File: src/rtl/second_row_enemy_ctrl.sv
// rtl/second_row_enemy_ctrl.sv - second-row enemy life cycle, step/phase counting and position register
// Enemy walks ALIVE -> DYING -> DEAD; position is always a registered copy, never a pass-through.
module second_row_enemy_ctrl #(
   parameter logic [9:0] NONE        = 10'b11_1111_1111,
   parameter logic [9:0] START_X     = 10'd64,
   parameter logic [5:0] STEP_COUNT  = 6'd32,
   parameter logic [3:0] DEATH_TICKS = 4'd8
) (
   input  logic       i_Clk,
   input  logic       i_Rst,
   input  logic       i_MoveTick,
   input  logic       i_Hit,
   input  logic       i_Respawn,
   input  logic [9:0] i_NextHorizontalPosition,
   output logic       o_EnemyState,
   output logic [9:0] o_EnemyHorizontalPosition,
   output logic [1:0] o_PhaseState,
   output logic       o_Exploding,
   output logic       o_PhaseWrap,
   output logic       o_Killed
);

   typedef enum logic [1:0] {ALIVE, DYING, DEAD} state_t;

   state_t     state, state_next;
   logic [9:0] pos, pos_next;
   logic [1:0] phase, phase_next;
   logic [5:0] step_cnt, step_next;
   logic [3:0] death_cnt, death_next;
   logic       wrap, wrap_next;
   logic       killed, killed_next;

   always_ff @(posedge i_Clk) begin
      if (i_Rst) begin
         state     <= ALIVE;
         pos       <= START_X;
         phase     <= 2'd0;
         step_cnt  <= 6'd0;
         death_cnt <= 4'd0;
         wrap      <= 1'b0;
         killed    <= 1'b0;
      end else begin
         state     <= state_next;
         pos       <= pos_next;
         phase     <= phase_next;
         step_cnt  <= step_next;
         death_cnt <= death_next;
         wrap      <= wrap_next;
         killed    <= killed_next;
      end
   end

   always_comb begin
      state_next  = state;
      pos_next    = pos;
      phase_next  = phase;
      step_next   = step_cnt;
      death_next  = death_cnt;
      wrap_next   = 1'b0;
      killed_next = 1'b0;
      case (state)
         ALIVE: begin
            // A hit in the same cycle as a move tick wins, so the position freezes where it was hit.
            if (i_Hit) begin
               state_next  = DYING;
               death_next  = 4'd0;
               killed_next = 1'b1;
            end else if (i_MoveTick) begin
               pos_next = i_NextHorizontalPosition;
               if (step_cnt == STEP_COUNT - 6'd1) begin
                  step_next  = 6'd0;
                  phase_next = phase + 2'd1;
                  wrap_next  = (phase == 2'd3);
               end else begin
                  step_next = step_cnt + 6'd1;
               end
            end
         end
         DYING: begin
            if (i_MoveTick) begin
               if (death_cnt == DEATH_TICKS - 4'd1) begin
                  state_next = DEAD;
                  pos_next   = NONE;
                  death_next = 4'd0;
               end else begin
                  death_next = death_cnt + 4'd1;
               end
            end
         end
         DEAD: begin
            if (i_Respawn) begin
               state_next = ALIVE;
               pos_next   = START_X;
               phase_next = 2'd0;
               step_next  = 6'd0;
               death_next = 4'd0;
            end
         end
         default: state_next = ALIVE;
      endcase
   end

   assign o_EnemyState              = (state == ALIVE);
   assign o_Exploding               = (state == DYING);
   assign o_EnemyHorizontalPosition = pos;
   assign o_PhaseState              = phase;
   assign o_PhaseWrap               = wrap;
   assign o_Killed                  = killed;

endmodule

File: config.mk
export PLATFORM = sky130hd
export DESIGN_NAME = second_row_enemy_ctrl
export DESIGN_NICKNAME = d
export VERILOG_FILES = /design/src/rtl/second_row_enemy_ctrl.sv
export SDC_FILE = /design/constraint.sdc
export NUM_CORES = 1
export LEC_CHECK = 0
export ABC_AREA = 1
export CAP_MARGIN = 20
export CELL_PAD_IN_SITES_DETAIL_PLACEMENT = 1
export CELL_PAD_IN_SITES_GLOBAL_PLACEMENT = 1
export CORE_MARGIN = 10
export CORE_UTILIZATION = 31
export CTS_CLUSTER_SIZE = 25
export DETAILED_ROUTE_END_ITERATION = 10
export PLACE_DENSITY = 0.82
export SYNTH_ARGS = -nofsm -noshare
export SYNTH_HDL_FRONTEND = slang
export SYNTH_SLANG_ARGS = --single-unit
File: constraint.sdc
create_clock -name i_Clk -period 1.5 [get_ports i_Clk]
set_input_delay 0.3 -clock i_Clk [delete_from_list [all_inputs] [get_ports i_Clk]]
set_output_delay 0.3 -clock i_Clk [all_outputs]
set_load 0.03 [all_outputs]
==> results.rst, run 1 <==
.. list-table::
   :header-rows: 1

   * - Metric
     - Value
   * - Synthesis Warnings
     - 0
   * - Final WL
     - 5700 um
   * - Initial DRC Count
     - 40
   * - GPL Wtd Cong
     - 0.778
   * - Number of max-slew violations in the final report
     - 0
   * - Combinational family with the most area after synthesis
     - simple AND/OR/NAND/NOR gates
   * - Worst reg2reg path depth
     - 10
   * - End point of the most critical hold path
     - o_EnemyHorizontalPosition[5]
   * - Vias after detailed routing
     - 1,599
   * - Maximum clock path buffer count
     - 2
   * - Leakage component of the power
     - 1.09 nW
   * - Proportion of layout cells with a drive suffix above 1
     - 35.6%
   * - Net count of the mapped netlist
     - 233
   * - Power per cell area
     - 2140 mW/mm^2
   * - Number of global-route vias before repair
     - 1,727
   * - Via/cell ratio
     - 4.97
   * - Share of synthesized area spent on multiplexers
     - 0%
   * - Area share of and/or/nand/nor cells after synthesis
     - 36.6%
   * - Result of the run
     - finished, violations left
   * - Initial antenna violation count
     - 0
   * - Worst setup SP type
     - flop
   * - Top library cells by usage in the layout, fill and taps aside
     - nand2_1, nor2_1, dfxtp_1, inv_1, buf_4
   * - Category of the most critical setup path
     - reg -> out
   * - Endpoint of the worst register-to-register path
     - o_EnemyHorizontalPosition[1]
   * - Post-Synthesis Mean Instance Area
     - 6.70 um^2
   * - Fraction of post-synthesis cell area in the top cell type by area
     - 37.0%
   * - Clock buffer count from CTS
     - 3
   * - Mapped Area
     - 0.00141 mm^2
   * - Worst hold path class
     - reg -> reg
   * - Worst Setup Slack, final
     - -0.0691 ns
   * - Synthesis-to-layout area growth
     - 65.0%
   * - Largest net degree at the start of global routing
     - 14
   * - Antenna-violating nets left
     - 0
   * - I/O Pins
     - 31
   * - Setup repair after global routing missed its margin
     - yes
   * - Clock tree from TritonCTS
     - done
   * - Area taken by flip-flops and latches
     - 527 um^2
   * - Final std cell area, no fill
     - 0.00232 mm^2
   * - Post-synthesis xor/xnor area fraction
     - 1.24%
   * - Final count of hold timing violations
     - 0
   * - CTS H-Tree Depth
     - 1
   * - Hold path cells
     - 2
   * - Maximum vdd drop
     - 0.805 mV
   * - Sequential share of the synthesized area
     - 37.0%
   * - Post-route fraction of the period consumed by the critical path
     - 105%
   * - Min-delay src
     - o_EnemyHorizontalPosition[5]
   * - Kind of capture point of the worst setup path
     - output pin
   * - DRC violations left
     - 0
   * - Relative slew slack
     - 77.4%
   * - Critical-path maximum fanout
     - 5
   * - Count of unique library cells instantiated by Yosys
     - 25
   * - Area after DPL
     - 0.00188 mm^2
   * - Instance count of the mapped netlist
     - 210
   * - Violations in the final reports
     - setup timing
   * - Global-route wire length before repair
     - 8220 um
   * - Count of clock tree sinks
     - 26
   * - Clock edge transition at the registers on the reported setup and hold paths
     - 0.09 ns
   * - Die W
     - 87.4 um
   * - Initial Util
     - 32.1%
   * - Max Cap Violations
     - 0
   * - Die Span Y
     - 87.4 um
   * - Data required time of the critical path
     - 1.20 ns
   * - Arrival time at the worst endpoint
     - 1.27 ns
   * - Cell total after placement
     - 305
   * - Multi-input logic area
     - 998 um^2
   * - Final cell count without fillers
     - 322
   * - Minimum setup slack among reg-to-reg paths
     - -0.06 ns
   * - Filler Cell Count
     - 556
   * - Worst Clk Skew
     - 0.00326 ns
   * - Minimum clock period
     - 1.57 ns
   * - Placement row count
     - 24
   * - Post-Synth Adder-Cell Area
     - 7.11%
   * - Slew @ Worst Pin
     - 0.340 ns
   * - Total setup violations reported at the end of the flow
     - 12
   * - Sum of net half-perimeters after detailed placement
     - 3210 um
   * - Core ar.
     - 0.00438 mm^2
   * - Number of antenna diodes
     - 0
   * - Nets
     - 295
   * - Die area
     - 0.00764 mm^2
   * - Most area-consuming cells after synthesis
     - dfxtp_1, nand2_1, nor2_1
   * - Total of buffers placed on input and output ports
     - 30
   * - Most area-hungry cell type in the Yosys netlist
     - dfxtp_1
   * - Final routed wire length divided by cell count
     - 17.7 um
   * - Maximum clock rate
     - 637 MHz
   * - Total global-route track usage
     - 13.1%
   * - Worst-skew pair later-pin latency
     - 0.28 ns
   * - Remaining global-route overflow
     - 0
   * - Most frequent standard cell in the layout excluding fill and tap cells
     - nand2_1
   * - First drt pass iteration count
     - 4
   * - Complex-gate fraction of the synthesized area
     - 8.89%
   * - Root buf cell
     - clkbuf_8
   * - Startpoint of the worst register-to-register path
     - state[1]
   * - Flops & latches, synth
     - 26
report_power, final:
| group | total [mW] | switching [mW] | internal, mW | leakage, nW |
|---|---|---|---|---|
| registers | 1.09 | 0.166 | 0.922 | 0.214 |
| logic | 3.46 | 2.01 | 1.45 | 0.859 |
| clock network | 0.417 | 0.236 | 0.181 | 0.0216 |
| total | 4.96 | 2.41 | 2.55 | 1.09 |
cells in the mapped netlist, drive strengths merged:
library cell / instances
a21oi: 17
buf: 3
clkbuf: 1
clkinv: 3
dfxtp: 26
ha: 8
inv: 23
nand2: 57
nand3: 22
nor2: 37
nor3: 1
nor3b: 1
nor4: 1
o211ai: 1
o21ai: 5
o21bai: 1
or2: 1
xnor2: 1
xor2: 1
final cells by class:
cell class,count,share of cell area (%)
clock buffers,3,1.78
multi-input cells,154,43.0
well taps,52,2.80
repair buffers,59,23.9
flip-flops and latches,26,22.7
repair inverters,2,0.647
inverters,26,5.17
worst max-delay path: stages, from the launching register on:
cell and delay (ns):
dfxtp_2 0.37, buf_6 0.13, inv_8 0.04, ha_4 0.18, buf_6 0.13, buf_6 0.13
state kept, by name (all words and copies together) (netlist names):
name,cells
death_cnt,4
o_EnemyHorizontalPosition,10
o_Killed,1
o_PhaseState,2
o_PhaseWrap,1
state,2
step_cnt,6
logic make-up (layout without fill, tap and decap cells):
logic type / Yosys count / in the layout
fa+ha+maj: 8 / 8
flops: 26 / 26
compound gates: 24 / 24
simple gates: 120 / 120
xor+xnor: 2 / 2
buf+inv: 30 / 90
how the worst max path moves through the flow:
stage               slack (ns)                            to        from  cells past startpoint
detailed placement       -0.22  o_EnemyHorizontalPosition[4]   i_Respawn                      9
CTS                      -0.01                   step_cnt[3]    state[1]                     12
global route             -0.14  o_EnemyHorizontalPosition[9]    state[1]                     10
global placement         -0.16  o_EnemyHorizontalPosition[5]  i_MoveTick                      9
floorplan                 0.08  o_EnemyHorizontalPosition[0]    state[0]                      9
finish                   -0.07                  o_EnemyState    state[1]                      5
repair_timing:
action,CTS,global route
hold endpoints to repair,0,0
gates resized for setup,45,60
gates cloned,2,1
hold buffers,0,0
setup buffers,7,6
endpoints found under the setup margin,39,24
pin swaps,9,21
per-stage QoR:
stage	utilization, %	power [mW]	setup slack, ns	hold slack, ns	TNS, ns
global placement	42.9	3.49	-0.164	0.456	-2.53
floorplan	-	2.62	0.0764	0.369	0
detailed placement	42.9	3.55	-0.218	0.470	-3.91
CTS	47.9	4.38	-0.0136	0.487	-0.0159
finish	53.0	4.96	-0.0691	0.479	-0.322
global route	53.0	5.32	-0.141	0.530	-1.66
metal layers:
metal	part of all wire, %	routed length, um	GRT usage, %	up-vias
met5	0	0	0	-
met3	2.3	134	1.50	11
met2	55	3140	23.3	29
li1	-	-	-	779
met1	40	2290	15.3	780
met4	2.5	140	5.51	0
No activity file was read; power rests on OpenSTA's default activity.
==> inputs of run 2 (changes only) <==
--- a/config.mk
+++ b/config.mk
@@ -14,6 +14,7 @@
 export CTS_CLUSTER_SIZE = 25
 export DETAILED_ROUTE_END_ITERATION = 10
 export PLACE_DENSITY = 0.82
+export SETUP_SLACK_MARGIN = 0.05
 export SYNTH_ARGS = -nofsm -noshare
 export SYNTH_HDL_FRONTEND = slang
 export SYNTH_SLANG_ARGS = --single-unit
==> results.rst, run 2 (same netlist as run 1, synthesis figures left out) <==
.. list-table::
   :header-rows: 1

   * - Metric
     - Value
   * - Result of the run
     - finished, violations left
   * - Violations in the final reports
     - setup timing
   * - Slowest stage cell, crit path
     - dfxtp_1
   * - Endpoint of the worst register-to-register path
     - o_PhaseState[0]
   * - Worst setup SP type
     - flop
   * - Die area
     - 0.00764 mm^2
   * - Kind of capture point of the worst setup path
     - flop
   * - Vias after detailed routing
     - 1,621
   * - Die W
     - 87.4 um
   * - Root buf cell
     - clkbuf_8
   * - Worst Setup Slack, final
     - -0.0714 ns
   * - Clock tree from TritonCTS
     - done
   * - CTS H-Tree Depth
     - 1
   * - Die Span Y
     - 87.4 um
   * - Total setup violations reported at the end of the flow
     - 11
   * - DRC violations left
     - 0
   * - Largest net degree at the start of global routing
     - 14
   * - Initial Util
     - 32.1%
   * - Remaining global-route overflow
     - 0
   * - Count of clock tree sinks
     - 26
   * - Total global-route track usage
     - 13.9%
   * - End point of the most critical hold path
     - o_EnemyHorizontalPosition[9]
   * - Clock buffer count from CTS
     - 3
   * - Delay of the slowest critical-path stage
     - 0.41 ns
   * - Initial antenna violation count
     - 0
   * - Clock edge transition at the registers on the reported setup and hold paths
     - 0.10 ns
   * - Leakage component of the power
     - 1.11 nW
   * - Slew @ Worst Pin
     - 0.383 ns
   * - Area taken by flip-flops and latches
     - 528 um^2
   * - Maximum clock rate
     - 636 MHz
   * - Worst reg2reg path depth
     - 6
   * - Most numerous cell on the critical path
     - nand3_1
   * - Total of buffers placed on input and output ports
     - 30
   * - Max reg flops
     - 10
   * - Initial DRC Count
     - 39
   * - Top library cells by usage in the layout, fill and taps aside
     - nand2_1, nor2_1, dfxtp_1, buf_4, inv_1
   * - GPL Wtd Cong
     - 0.778
   * - Relative slew slack
     - 74.2%
   * - Sum of net half-perimeters after detailed placement
     - 3210 um
   * - Nets
     - 294
   * - Hold slack final
     - 0.477 ns
   * - Global-route wire length before repair
     - 8650 um
   * - Final cell count without fillers
     - 321
   * - Worst-skew pair later-pin latency
     - 0.28 ns
   * - Maximum vdd drop
     - 0.958 mV
   * - Worst hold path class
     - reg -> reg
   * - Hold path cells
     - 2
   * - First drt pass iteration count
     - 6
   * - Number of max-slew violations in the final report
     - 0
   * - Arrival time at the worst endpoint
     - 1.74 ns
   * - Power per cell area
     - 2130 mW/mm^2
   * - Filler Cell Count
     - 537
   * - Multi-input logic area
     - 0.00107 mm^2
   * - Worst Clk Skew
     - 0.00778 ns
   * - Data required time of the critical path
     - 1.67 ns
   * - Setup repair after global routing missed its margin
     - yes
   * - Critical-path maximum fanout
     - 4
   * - Post-route fraction of the period consumed by the critical path
     - 105%
   * - Final count of hold timing violations
     - 0
   * - I/O Pins
     - 31
   * - Total power
     - 5.04 mW
   * - Startpoint of the worst register-to-register path
     - step_cnt[0]
   * - Core ar.
     - 0.00438 mm^2
   * - Via/cell ratio
     - 5.05
   * - Final routed wire length divided by cell count
     - 18.4 um
   * - Max Cap Violations
     - 0
   * - Antenna-violating nets left
     - 0
   * - Number of global-route vias before repair
     - 1,740
   * - Minimum setup slack among reg-to-reg paths
     - -0.07 ns
   * - Number of antenna diodes
     - 0
   * - Category of the most critical setup path
     - reg -> reg
   * - Final WL
     - 5900 um
   * - Source of the critical timing path
     - step_cnt[0]
   * - Cell total after placement
     - 305
   * - Cells along the critical path
     - ha_1 -> nand3_1 -> o21ai_2 -> nand3_1 -> nand2_1 -> nor2_2
   * - Minimum clock period
     - 1.57 ns
   * - Maximum clock path buffer count
     - 2
   * - Synthesis-to-layout area growth
     - 68.1%
   * - Most frequent standard cell in the layout excluding fill and tap cells
     - nand2_1
   * - DP Worst Slack
     - -0.218 ns
   * - Proportion of layout cells with a drive suffix above 1
     - 38.7%
   * - Placement row count
     - 24
   * - Min-delay src
     - o_EnemyHorizontalPosition[9]
run 2: cell count changes in the layout (fill, tap and decap cells not counted), sizes merged:
cell and delta:
clkbuf +1, clkdlybuf4s50 +1, clkinvlp -1, dlygate4sd2 -1
dlymetal6s2s -1
run 2: report_power, final:
group          switching (mW)  total (mW)  internal [mW]
sequential              0.184        1.11          0.925
combinational            2.10        3.52           1.42
clock                   0.233       0.414          0.181
total                    2.52        5.04           2.52
run 2: cell type report:
type	instances	share of cell area, %
inverter	26	5.08
tap	52	2.75
sequential	26	22.3
timing repair buffer	59	22.5
timing repair inverter	1	0.317
clock buffer	3	1.75
multi-input combinational	154	45.3
run 2: layer usage:
layer | wire length [um] | vias to the layer above | global-route usage, %
met2 | 3220 | 22 | 25.1
li1 | - | 783 | -
met4 | 119 | 0 | 5.65
met1 | 2410 | 808 | 15.8
met5 | 0 | - | 0
met3 | 145 | 8 | 1.78
run 2: what timing repair did:
item	CTS	global route
setup buffers	9	4
hold buffers	0	0
gates resized for setup	69	50
cloned	2	0
pin swaps	15	31
setup endpoints to repair	40	27
run 2: through the flow:
step                instance area (um^2)  util, %  TNS [ns]
finish                              2370     54.0    -0.346
global placement                    1880     42.9     -2.53
global route                        2370     54.0     -1.44
floorplan                           1410        -         0
detailed placement                  1880     42.9     -3.91
CTS                                 2210     50.5         0
run 2: worst max-delay path, delay by kind of cell (launching register included):
family                     cells  cell delay, ns
AOI/OAI and AO/OA              1            0.30
DFF                            1            0.41
adders and majority gates      1            0.25
and+or+nand+nor                4            0.51
run 2: worst max-delay path by stage:
stage | endpoint | cells past startpoint
floorplan | o_EnemyHorizontalPosition[0] | 9
global placement | o_EnemyHorizontalPosition[5] | 9
detailed placement | o_EnemyHorizontalPosition[4] | 9
CTS | step_cnt[5] | 13
global route | o_PhaseState[1] | 7
finish | o_PhaseState[0] | 6
==> inputs of run 3 (changes only) <==
--- a/config.mk
+++ b/config.mk
@@ -15,6 +15,7 @@
 export DETAILED_ROUTE_END_ITERATION = 10
 export PLACE_DENSITY = 0.82
 export SETUP_SLACK_MARGIN = 0.05
+export SLEW_MARGIN = 20
 export SYNTH_ARGS = -nofsm -noshare
 export SYNTH_HDL_FRONTEND = slang
 export SYNTH_SLANG_ARGS = --single-unit
==> results of run 3 <==
Final layout, timing and power as in run 2 (identical DEF).
